--- src/rtl/sum_acc_pkg.sv ---
// Shared definitions for the block-sum accumulator: FSM state encoding and operand width.
package sum_acc_pkg;

  typedef enum logic {
    ST_ACC  = 1'b0,
    ST_HOLD = 1'b1
  } state_e;

  localparam int OPND_W = 17;

endpackage

--- src/rtl/sum_acc_datapath.sv ---
// Running ACC_W-bit total with sticky carry-out; exposes the post-add values so the
// controller can capture them on the block's final beat.
module sum_acc_datapath
  import sum_acc_pkg::*;
#(
  parameter int ACC_W = 24
) (
  input  logic              clk_i,
  input  logic              rst_ni,
  input  logic              clr_i,
  input  logic              ld_i,
  input  logic [OPND_W-1:0] opnd_i,
  output logic [ACC_W-1:0]  acc_n_o,
  output logic              ovf_n_o
);

  logic [ACC_W-1:0] acc_q;
  logic             ovf_q;
  logic [ACC_W:0]   sum_full;

  assign sum_full = {1'b0, acc_q} + {1'b0, ACC_W'(opnd_i)};
  assign acc_n_o  = sum_full[ACC_W-1:0];
  assign ovf_n_o  = ovf_q | sum_full[ACC_W];

  // clr_i also covers the final beat of a block, so the next block starts from zero
  always_ff @(posedge clk_i or negedge rst_ni) begin
    if (!rst_ni) begin
      acc_q <= '0;
      ovf_q <= 1'b0;
    end else if (clr_i) begin
      acc_q <= '0;
      ovf_q <= 1'b0;
    end else if (ld_i) begin
      acc_q <= acc_n_o;
      ovf_q <= ovf_n_o;
    end
  end

endmodule

--- src/rtl/sum_block_accumulator.sv ---
// Block-sum engine: accumulates BLOCK_LEN adder results and presents the total with a
// sticky overflow flag on a valid/ready output port.
module sum_block_accumulator
  import sum_acc_pkg::*;
#(
  parameter int ACC_W     = 24,
  parameter int BLOCK_LEN = 8
) (
  input  logic             clk,
  input  logic             rst_n,
  input  logic             clr,
  input  logic             in_valid,
  output logic             in_ready,
  input  logic [15:0]      in_sum,
  input  logic             in_cout,
  output logic             out_valid,
  input  logic             out_ready,
  output logic [ACC_W-1:0] out_acc,
  output logic             out_ovf,
  output logic             busy
);

  localparam int              CNT_W = $clog2(BLOCK_LEN + 1);
  localparam logic [CNT_W-1:0] LAST  = CNT_W'(BLOCK_LEN - 1);

  state_e           state_q;
  logic [CNT_W-1:0] cnt_q;
  logic             out_valid_q;
  logic [ACC_W-1:0] out_acc_q;
  logic             out_ovf_q;

  logic             accept;
  logic             last_beat;
  logic [ACC_W-1:0] acc_d;
  logic             ovf_d;

  assign in_ready  = (state_q == ST_ACC);
  assign accept    = in_valid & in_ready;
  assign last_beat = (cnt_q == LAST);
  assign out_valid = out_valid_q;
  assign out_acc   = out_acc_q;
  assign out_ovf   = out_ovf_q;
  assign busy      = (cnt_q != '0);

  sum_acc_datapath #(.ACC_W(ACC_W)) u_datapath (
    .clk_i   (clk),
    .rst_ni  (rst_n),
    .clr_i   (clr | (accept & last_beat)),
    .ld_i    (accept & ~last_beat),
    .opnd_i  ({in_cout, in_sum}),
    .acc_n_o (acc_d),
    .ovf_n_o (ovf_d)
  );

  always_ff @(posedge clk or negedge rst_n) begin
    if (!rst_n) begin
      state_q     <= ST_ACC;
      cnt_q       <= '0;
      out_valid_q <= 1'b0;
      out_acc_q   <= '0;
      out_ovf_q   <= 1'b0;
    end else if (clr) begin
      // a pending result is dropped; out_acc/out_ovf keep their last value but are not valid
      state_q     <= ST_ACC;
      cnt_q       <= '0;
      out_valid_q <= 1'b0;
    end else begin
      case (state_q)
        ST_ACC: begin
          if (accept) begin
            if (last_beat) begin
              out_acc_q   <= acc_d;
              out_ovf_q   <= ovf_d;
              out_valid_q <= 1'b1;
              cnt_q       <= '0;
              state_q     <= ST_HOLD;
            end else begin
              cnt_q <= cnt_q + CNT_W'(1);
            end
          end
        end
        ST_HOLD: begin
          if (out_ready) begin
            out_valid_q <= 1'b0;
            state_q     <= ST_ACC;
          end
        end
        default: state_q <= ST_ACC;
      endcase
    end
  end

endmodule
--- config.mk ---
export PLATFORM = sky130hd
export DESIGN_NAME = sum_block_accumulator
export DESIGN_NICKNAME = d
export VERILOG_FILES = /design/src/rtl/sum_acc_pkg.sv /design/src/rtl/sum_acc_datapath.sv /design/src/rtl/sum_block_accumulator.sv
export SDC_FILE = /design/constraint.sdc
export NUM_CORES = 1
export LEC_CHECK = 0
export ABC_AREA = 1
export CORE_ASPECT_RATIO = 0.6
export CORE_MARGIN = 10
export CORE_UTILIZATION = 45
export DETAILED_ROUTE_END_ITERATION = 8
export PLACE_DENSITY = 0.74
export SYNTH_ARGS = -nofsm -noshare
export SYNTH_HDL_FRONTEND = slang
export SYNTH_SLANG_ARGS = --single-unit
--- constraint.sdc ---
create_clock -name clk -period 5.4 [get_ports clk]
set_input_delay 0.54 -clock clk [delete_from_list [all_inputs] [get_ports clk]]
set_output_delay 0.54 -clock clk [all_outputs]
set_load 0.03 [all_outputs]
======== Word-level counts from Yosys, hierarchy flattened ========
Cells that the tools add are included.
Widths: inputs -> output; s select.
storage, ports and cells
  flip-flop bits (word level) ............. 56
  word-level logic and storage cells ...... 46
operators by class
  add/sub/neg operators ................... 2
  equal/unequal tests ..................... 5
  mux-type cells .......................... 18
  bitwise logic cells ..................... 8
  reduce and logical (&&, ||, !) cells .... 6
operators with widths
  operator             count
  $mux 24              2
  $add 24x17->25       1
  $mux 4               4
  $mux 1               10
  $ne 3x2->1 const B   2
  $add 4x1->4 const B  1
  $eq 4x3->1 const B   1
  $pmux 1 s2           2
  $reduce_and 4->1     1
  $reduce_bool 2->1    2
  $reduce_bool 4->1    1
  $and 1x1->1          3
  $ne 3x3->1 const B   1
  $not 1->1            3
  $reduce_and 3->1     1
  $ne 2x2->1 const B   1
  $or 1x1->1           2
  $reduce_and 2->1     1

======== Longest topological paths before layout ========
Gate-level depths: netlist (run 1).
  depth after elaboration ................. 5
  mapped depth ............................ 12

======== By module ========
From an unflattened synthesis (run 1), not the netlist that was laid out.
unflattened totals
  cells, all modules ...................... 560
  area, all modules ....................... 3,848.7 um^2
by module, submodules not included
  module                 instances  cells each  area an instance (um^2)  sequential area each (um^2)
  sum_acc_datapath       1          407         2,483.6                  625.6
  sum_block_accumulator  1          153         1,365.1                  775.7

======== Worst setup path before layout (run 1) ========
No wires, ideal clock.
  kind .................................... in2reg
  from .................................... in in_sum[0]
  to ...................................... reg u_datapath.acc_q[12]
  library setup time ...................... 118 ps
  arrival ................................. 1,795 ps
  data required time ...................... 5,282 ps
  setup slack ............................. 3,487 ps
  cell stages on the path ................. 10
  path buffers ............................ 0
  path through ............................ ha_1 > fa_1 > nand2_1 > nand2_1 > nand2_1 > o21ai_2 > nand2_1 > nand3b_1 > nand3_1 > nand2_1
between the ends
  word-level cells in the longest chain between the ends .. 3
ends and longest elaborated chain
  element               RTL line                     text
  start, declared       sum_block_accumulator.sv:14  input logic [15:0] in_sum,
  $add 24x17->25        sum_acc_datapath.sv:21       assign sum_full = {1'b0, acc_q} + {1'b0, ACC_W'(opnd_i)};
  $mux 24               sum_acc_datapath.sv:33       end else if (ld_i) begin
  $mux 24               sum_acc_datapath.sv:30       end else if (clr_i) begin
  end signal, assigned  sum_acc_datapath.sv:34       acc_q <= acc_n_o;
  end, declared         sum_acc_datapath.sv:17       logic [ACC_W-1:0] acc_q;
Every way passes these cells. The select of a mux whose other input is x is not followed.
A chain may end at the register's enable or synchronous reset.

======== Worst setup path after layout (run 1) ========
  from .................................... in clr
  to ...................................... reg u_datapath.ovf_q
between the ends
  word-level cells in the longest chain between the ends .. 2
ends and longest elaborated chain
  element                                      RTL line                     text
  start, declared                              sum_block_accumulator.sv:11  input logic clr,
  $or 1x1->1 (*)                               sum_block_accumulator.sv:48  .clr_i (clr | (accept & last_beat)),
  $mux 1 or $reduce_bool 2->1 (tied branches)  --
  end signal, assigned                         sum_acc_datapath.sv:35       ovf_q <= ovf_n_o;
  end, declared                                sum_acc_datapath.sv:18       logic ovf_q;
Mark *: on every way between the ends. The rest lies on a longest branch, timed or not.

==> impl_results.md, run 1 <==
* Worst path cell trace: clkdlybuf4s50_1 > nor2_2 > inv_1 > o21ai_0 > nand2_1 > inv_1
* H-Tree Depth at 2
* Synth warn at 0
* CTS tree: done
* Synth async-reset ratio at 100%
* Mapped Cells at 538
* Crit Path Max Fanout at 25
* Critical Path Start: clr
* Synth top area share at a little under two fifths
* GPL Wtd Cong at approximately 0.96
* Req. time, crit path at between 5 and 6 ns
* Synth Register Bits at 56
* Final HPWL DP at roughly 8.1 mm
* Max-Cap Viols at 0
* Top-level I/O count at 50
* Reg2Reg Launch Point: state_q
* Startpoint types: input pin
* Maximum VDD drop at 0.000135 V
* Static Leak at ~2.4 nW
* Row Count at 25
* Setup Crit Path Kind: in2reg
* Worst-Margin Slew at between 1 and 1.5 ns
* Clock Pin Slew Worst Setup and Hold Paths at approximately 0.080 ns
* Worst Clk Skew at just over 0.009 ns
* Synth unique cells at 33
* Vias per cell at between 5 and 6
* Die width at around 140 um
* # setup viols final at 0
* Switching Power at approximately 0.38 mW
* RSZ-0062 raised after global routing: no
* Layout area overhead at 19.8%
* Ys flop type: dfrtp_1
* Post-synthesis sequential area ratio at ~38%
* DRT iter0 DRCs at 330
* Post-synth EDFFs at 0
* Min-Delay Path Class: in2async
* Worst path max stage delay at approximately 0.96 ns
* Final Cycle Share at 44.7%
* CTS max path bufs at 2
* CP top delay family: simple AND/OR/NAND/NOR gates
* Initial Utilization at a little under half
* Setup TNS at 0 ns
* Hold buffers post-CTS at 0
* Vias in the first global route at around 3500
* Sequential share of power at around two fifths
* Syn Area/Cell at about 6.9 um2
* Worst skew pair latency at approximately 0.31 ns
* Port buffer count at 49
* Core area at 0.00795 mm2
* Final nets at 630
* WL per Instance at roughly 15 um
* PwrDens at roughly 260 mW/mm2
* FF-to-FF setup slack at 3.29 ns
* Drt pass-1 iters at 5
* Via count at ~3600
* Final min period at between 2 and 2.5 ns
* Post-Syn Nets at 580
* Dominant cell by count in the synthesized netlist: nand2_1
* Critical path arrival at 2.67 ns
* Dominant cells by area after synthesis: dfrtp_1, nand2_1, inv_1
* Total global-route track usage at 17.1%
* Chip Height at between 90 and 100 um
* Comb pwr share at 26.4%
* Synth Cell Area at around 0.0037 mm2
* Final Hold Fails at 0
* Int Power at roughly 0.76 mW
* Clock share of power at between 30% and 40%
* Share of layout cells above drive strength 1 at between 4 and 5%
* Fin util at between 50% and 60%
* Clock sink count at 56
* Total die area at roughly 0.012 mm2
* ANT nets after route at 0
* Power, Total at around 1.1 mW
* # Post-CTS Setup Buffers at 0
* Max Slew Vio Count at 0
* Worst slew margin at roughly 23%
* Area leader, netlist: dfrtp_1
* Antenna Cells at 0
* CTS Buf Count at 5
* PostCTS Resize Cnt at 0
* Initial antenna violation count at 0
* First-pass GRT wire length at roughly 17 mm
* Max frequency at just over 400 MHz
* CP Capture Type: flop
* Crit path max-delay cell type: nor2_2
* Most frequent CP cell: inv_1
* Root buffer cell: clkbuf_16
* CP Buf/Inv Count at 3
* Commonest cells post-synth: nand2_1, inv_1, dfrtp_1, nand3_1, nor2_1
* Largest net degree at the start of global routing at 57
* Sw frac at approximately a third
* GRT Residual Overflow at 0
* Final WL at 10.4 mm
* Status: finished clean
* Drc violations at 0
==> layer usage <==
| metal | track usage [%] | vias up | part of all wire (%) | wire length, um |
|---|---|---|---|---|
| li1 | - | 1791 | - | - |
| met1 | 25.0 | 1632 | 50 | 5240 |
| met2 | 24.2 | 130 | 39 | 4070 |
| met3 | 5.17 | 9 | 10 | 1040 |
| met4 | 3.06 | 0 | 0.70 | 73 |
| met5 | 0 | - | 0 | 0 |
==> cells by family after synthesis <==
family	Yosys count	share of synthesized area (%)
fa+ha+maj	20	6.93
flops	56	37.7
buf+inv	83	9.38
compound gates	40	6.66
xor+xnor	8	1.88
simple gates	331	37.5
==> final cells by class <==
cell class	instances	area (um2)
Inverter	76	288
Tap cell	108	135
Clock inverter	3	46.3
Timing Repair Buffer	50	493
Clock buffer	5	125
Fill cell	777	3490
Sequential cell	56	1400
Multi-Input combinational cell	399	1970
==> flip-flops by register name, indices dropped and copies added, names as in the netlist <==
signal / flops
u_datapath.acc_q: 24
state_q: 1
out_ovf: 1
u_datapath.ovf_q: 1
cnt_q: 4
out_acc: 24
out_valid: 1
==> per-stage QoR <==
step | instances | instance area (um2) | hold WS, ns | setup WS (ns)
2_1_floorplan | 538 | 3720 | 0.244 | 3.49
3_3_place_gp | 689 | 4290 | 0.458 | 2.77
3_5_place_dp | 689 | 4290 | 0.464 | 2.68
4_1_cts | 697 | 4460 | 0.416 | 2.99
5_1_grt | 697 | 4460 | 0.447 | 2.78
6_report | 697 | 4460 | 0.378 | 2.99
==> worst paths after layout <==
path	cells after the start	endpoint
min reg2reg	2	out_acc[2]
min in group clk	2	out_acc[2]
max	6	u_datapath.ovf_q
min	2	out_acc[4]
max in group asynchronous	2	out_acc[23]
max reg2reg	8	u_datapath.ovf_q
==> layout by cell type (no fill, tap or decap), types with 5 or more instances in the layout <==
cell type          n
nand2_1          222
inv_1             72
dfrtp_1           56
nand3_1           53
clkdlybuf4s50_1   48
nor2_1            32
ha_1              19
o21ai_0           14
a21oi_1           11
nand4_1            6
nand3b_1           6
o21ai_2            5
clkbuf_16          5
==> power groups by stage <==
stage / clock, mW / sequential (mW) / combinational (mW)
after floorplan: 0 / 0.462 / 0.205
after global placement: 0 / 0.462 / 0.292
after detailed placement: 0 / 0.463 / 0.299
after CTS: 0.394 / 0.454 / 0.301
after global routing: 0.409 / 0.457 / 0.342
final: 0.390 / 0.454 / 0.303
No activity file was read; power rests on OpenSTA's default activity.
==> inputs of run 2 (changes only) <==
clock period = 2.47 ns   (was 5.4 ns; I/O delays follow)
==> run 2 against run 1 <==
Against the previous run: the flow now finishes with violations (hold timing); worst setup slack got worse by 2.5 ns; total power increased by 110%; clock power increased by 77%; global-route usage decreased by 0.20 points; combinational power increased by 120%; register-to-register slack got worse by 2.8 ns; via count decreased by 0.25%; highest routed layer unchanged.
==> impl_results.md, run 2 (synthesis results as in run 1) <==
* Final Hold Fails at 22 (was 0)
* Max Slew Vio Count at 0 (unchanged)
* CTS Buf Count at 5 (unchanged)
* Hold buffers post-CTS at 0 (unchanged)
* Static Leak at 2.38 nW (was 2.37 nW)
* Row Count at 25 (unchanged)
* Worst Clk Skew at 0.00475 ns (was 0.00905 ns)
* Initial Utilization at 46.8% (unchanged)
* Final WL at 10.3 mm (was 10.4 mm)
* Port buffer count at 49 (unchanged)
* Total global-route track usage at 16.9% (was 17.1%)
* RSZ-0062 raised after global routing: no (unchanged)
* Final std cells w/o fill at 699 (was 697)
* PwrDens at 529 mW/mm2 (was 257 mW/mm2)
* # setup viols final at 0 (unchanged)
* Fin util at 56.1% (about the same)
* Setup Crit Path Kind: in2reg (unchanged)
* Clock Pin Slew Worst Setup and Hold Paths at 0.07 ns (was 0.08 ns)
* Final min period at 2.00 ns
* CTS max path bufs at 2 (unchanged)
* GPL Wtd Cong at 1.02 (was 0.957)
* Share of layout cells above drive strength 1 at 4.91% (was 4.75%)
* H-Tree Depth at 2 (unchanged)
* Fin area at 0.00446 mm2 (about the same)
* Vias in the first global route at 3320 (was 3501)
* Max frequency at roughly 500 MHz
* Vias per cell at 5.08 (was 5.11)
* ANT nets after route at 0 (unchanged)
* Commonest cells after routing, fill and taps aside: nand2_1, inv_1, dfrtp_1 (unchanged)
* Root buffer cell: clkbuf_16 (unchanged)
* # Post-CTS Setup Buffers at 0 (unchanged)
* Core area at 0.00795 mm2 (unchanged)
* Crit Path Max Fanout at 4 (was 25)
* Top-level I/O count at 50 (unchanged)
* Via count at 3553 (was 3562)
* Largest net degree at the start of global routing at 35 (was 57)
* Drc violations at 0 (unchanged)
* Min-Delay Path Class: in2async (unchanged)
* FF-to-FF setup slack at 0.47 ns (was 3.29 ns)
* Startpoint types: input pin (unchanged)
* CTS tree: done (unchanged)
* Drt pass-1 iters at 5 (unchanged)
* Final Cycle Share at about four fifths
* Failing checks: hold timing
* WL per Instance at 14.7 um (was 14.9 um)
* GRT Residual Overflow at 0 (unchanged)
* Antenna Cells at 0 (unchanged)
* WHS at -0.00774 ns (was 0.378 ns)
* Maximum VDD drop at 0.000270 V (was 0.000135 V)
* Initial antenna violation count at 0 (unchanged)
* PostCTS Resize Cnt at 0 (unchanged)
* Worst skew pair latency at 0.30 ns (was 0.31 ns)
* CP Capture Type: flop (unchanged)
* Chip Height at 90.4 um (unchanged)
* Status: complete, but fails checks (was finished clean)
* Most common cell after layout, fill and taps aside: nand2_1 (unchanged)
* Max-Cap Viols at 0 (unchanged)
* Post-Place Cell Area at 0.00432 mm2 (was 0.00429 mm2)
* Inst Count DP at 692 (was 689)
* Layout area overhead at 19.8% (about the same)
* Critical path arrival at 2.24 ns (was 2.67 ns)
* Clock sink count at 56 (unchanged)
* Worst slew margin at 53.5% (was 22.6%)
* Setup TNS at 0 ns (unchanged)
* Worst-Margin Slew at 0.698 ns (was 1.16 ns)
* Req. time, crit path at 2.70 ns (was 5.66 ns)
* DRT iter0 DRCs at 391 (was 330)
* Final nets at 633 (was 630)
* Power, Total at 2.36 mW (was 1.15 mW)
* Total die area at 0.0124 mm2 (unchanged)
* Final HPWL DP at 8.11 mm (was 8.06 mm)
* Die width at 137 um (unchanged)
* First-pass GRT wire length at 16.9 mm (was 17.3 mm)
-- run 2: stage by stage --
| stage | hold WS [ns] | setup slack, ns |
|---|---|---|
| final | -0.00774 | 0.465 |
| after floorplan | -0.0486 | 0.744 |
| after CTS | 0.0152 | 0.485 |
| after global routing | 0.0385 | 0.310 |
| after detailed placement | 0.328 | 0.168 |
| after global placement | 0.300 | 0.214 |
-- run 2: routing by layer --
metal | global-route usage [%] | vias up | share of wire, %
met5 | 0 | - | 0
met4 | 3.76 | 0 | 1.3
met3 | 4.83 | 16 | 11
met2 | 21.6 | 136 | 37
met1 | 26.4 | 1610 | 51
li1 | - | 1791 | -
-- run 2: cell type report --
type	count	area [um2]
Fill cell	759	3490
Multi-Input combinational cell	399	1970
Sequential cell	56	1400
Timing Repair Buffer	53	528
Inverter	76	288
Tap cell	108	135
Clock buffer	6	129
Clock inverter	1	5.00
-- run 2: worst max-delay path, cell delays in order --
cell and delay, ns:
clkdlybuf4s50_1 0.45, ha_1 0.39, nand2_1 0.12, nor2_1 0.28, nand3_1 0.14, nand3_1 0.15, or2_2 0.13, nand3_1 0.20
nand2_1 0.13
-- run 2: final timing paths --
kind                                           from             endpoint  depth (start not counted)
worst min register to register           out_acc[2]           out_acc[2]                          2
worst min-delay path                          rst_n           out_acc[7]                          1
worst max register to register  u_datapath.acc_q[8]           out_acc[9]                          8
worst max-delay path                      in_sum[8]           out_acc[9]                          9
max in group asynchronous                     rst_n  u_datapath.acc_q[4]                          2
min in group clk                         out_acc[2]           out_acc[2]                          2
-- run 2: where the power goes --
group	leakage [nW]	internal (mW)	switching (mW)
combinational	1.54	0.231	0.439
clock	0.0667	0.370	0.322
sequential	0.768	0.963	0.0337
==> inputs of run 3 (changes only) <==
clock period = 2 ns   (was 2.47 ns; I/O delays follow)
==> run 3 against run 2 <==
Against the previous run: die area is the same; clock skew grew 0.0042 ns; cell count grew 5.4%; the run now ends clean; largest cell class unchanged; global-route usage grew 1.1 points; first-iteration DRC count shrank 18%.
==> impl_results.md, run 3 (synthesis results as in run 1) <==
* CTS max path bufs at 2 (unchanged)
* Final Hold Fails at 0 (was 22)
* Post-Place Worst Slack at -0.199 ns (was 0.168 ns)
* Total die area at 0.0124 mm2 (unchanged)
* ANT nets after route at 0 (unchanged)
* Clock sink count at 56 (unchanged)
* Root buffer cell: clkbuf_16 (unchanged)
* CP Buf/Inv Count at 1 (unchanged)
* Crit path max-delay cell type: fa_1 (was clkdlybuf4s50_1)
* # setup viols final at 0 (unchanged)
* Max-Cap Viols at 0 (unchanged)
* Final HPWL DP at 8.70 mm (was 8.11 mm)
* Final Cycle Share at 97.1%
* Fin util at 61.8% (was 56.1%)
* Chip Height at 90.4 um (unchanged)
* Core area at 0.00795 mm2 (unchanged)
* Worst Clk Skew at 0.00899 ns (was 0.00475 ns)
* CTS tree: done (unchanged)
* Worst-Margin Slew at 0.507 ns (was 0.698 ns)
* Most common cell after layout, fill and taps aside: nand2_1 (unchanged)
* GPL Wtd Cong at 1.03 (was 1.02)
* Startpoint types: flop (was input pin)
* PwrDens at 679 mW/mm2 (was 529 mW/mm2)
* Top-level I/O count at 50 (unchanged)
* Drc violations at 0 (unchanged)
* Total global-route track usage at 18.0% (was 16.9%)
* Share of layout cells above drive strength 1 at 14.8% (was 4.91%)
* WHS at 0.394 ns (was -0.00774 ns)
* Static Leak at 2.58 nW (was 2.38 nW)
* Initial antenna violation count at 0 (unchanged)
* Maximum VDD drop at 0.000324 V (was 0.000270 V)
* Row Count at 25 (unchanged)
* Final WL at 11.1 mm (was 10.3 mm)
* First-pass GRT wire length at 18.1 mm (was 16.9 mm)
* Most frequent CP cell: nand2_1 (was nand3_1)
* Setup Crit Path Kind: reg2reg (was in2reg)
* Worst slew margin at 66.2% (was 53.5%)
* Largest net degree at the start of global routing at 35 (unchanged)
* WL per Instance at 15.0 um (was 14.7 um)
* Vias per cell at 5.14 (was 5.08)
* Max frequency at between 500 and 600 MHz
* Filler Cell Count at 730 (was 759)
* Final min period at between 1.5 and 2 ns
* Vias in the first global route at 3669 (was 3320)
* Critical path depth in cells at 10 (was 9)
* Initial Utilization at 46.8% (unchanged)
* Req. time, crit path at 2.19 ns (was 2.70 ns)
* Antenna Cells at 0 (unchanged)
* CP top delay family: simple AND/OR/NAND/NOR gates (unchanged)
* Via count at 3785 (was 3553)
* Layout area overhead at 32.0% (was 19.8%)
* Status: finished clean (was complete, but fails checks)
* Port buffer count at 49 (unchanged)
* Worst skew pair latency at 0.31 ns (was 0.30 ns)
* Crit Path Max Fanout at 3 (was 4)
* Die width at 137 um (unchanged)
* CP Capture Type: flop (unchanged)
* H-Tree Depth at 2 (unchanged)
* Critical path arrival at 2.13 ns (was 2.24 ns)
* CTS Buf Count at 5 (unchanged)
* Max Slew Vio Count at 0 (unchanged)
* Min-Delay Path Class: in2async (unchanged)
* R2r worst-path depth at 10 (was 8)
* DRT iter0 DRCs at 319 (was 391)
* Final nets at 670 (was 633)
* Worst path max stage delay at 0.41 ns (was 0.45 ns)
* GRT Residual Overflow at 0 (unchanged)
* Worst path cell trace: ha_1 > fa_1 > nand2_1 > nand2_1 > nand2_2 > inv_1 > nand3_1 > nand4_1 > nand3_1 > nand2_1 (was clkdlybuf4s50_1 > ha_1 > nand2_1 > nor2_1 > nand3_1 > nand3_1 > or2_2 > nand3_1 > nand2_1)
* Worst setup margin at 0.0588 ns (was 0.465 ns)
* Commonest cells after routing, fill and taps aside: nand2_1, inv_1, dfrtp_1 (unchanged)
* Drt pass-1 iters at 5 (unchanged)
* Clock Pin Slew Worst Setup and Hold Paths at 0.07 ns (about the same)
## run 3: path summary, 6_finish.rpt
path                                           from          end  slack (ns)
worst min-delay path                          rst_n   out_acc[5]        0.39
worst max register to register  u_datapath.acc_q[0]  out_acc[20]        0.06
worst max-delay path            u_datapath.acc_q[0]  out_acc[20]        0.06
worst min register to register          out_acc[19]  out_acc[19]        0.48
max in group asynchronous                     rst_n      out_ovf        0.94
min in group clk                        out_acc[19]  out_acc[19]        0.48
## run 3: per-layer routing
metal | track usage (%) | wire length, um | vias to the layer above
met5 | 0 | 0 | -
met4 | 3.50 | 97 | 0
met3 | 4.61 | 981 | 12
met2 | 25.2 | 4560 | 130
met1 | 26.9 | 5440 | 1778
li1 | - | - | 1865
## run 3: per-stage QoR
stage	instances	setup TNS, ns	instance area, um2	power (mW)
6_report	737	0	4910	3.34
5_1_grt	737	-0.0368	4910	3.52
4_1_cts	737	0	4760	3.24
3_5_place_dp	728	-3.54	4580	2.21
3_3_place_gp	728	-1.93	4580	2.18
2_1_floorplan	538	0	3720	1.80
## run 3: what timing repair did
| action | CTS | global route |
|---|---|---|
| hold buffers | 1 | 0 |
| buffers inserted | 0 | 0 |
| setup endpoints to repair | 0 | 24 |
| hold endpoints to repair | 21 | 0 |
| resized for setup | 0 | 27 |
## run 3: cell type report
class                      instances  area [um2]  share of cell area, %
multi-input combinational        399        2130                   43.3
tap                              108         135                   2.75
clock buffer                       5         125                   2.55
timing repair buffer              90         796                   16.2
sequential                        56        1400                   28.5
inverter                          76         288                   5.86
clock inverter                     3        42.5                  0.866
## run 3: power breakdown
group	internal [mW]	switching (mW)	leakage [nW]
Clock	0.590	0.435	0.0798
Sequential	1.19	0.0500	0.768
Combinational	0.457	0.617	1.73
Total	2.24	1.10	2.58
## run 3: worst register-to-register path: stages, from the launching register on
cell and delay, ns:
dfrtp_1 0.38, ha_1 0.21, fa_1 0.41, nand2_1 0.09
nand2_1 0.08, nand2_2 0.16, inv_1 0.06, nand3_1 0.12
nand4_1 0.13, nand3_1 0.14, nand2_1 0.06
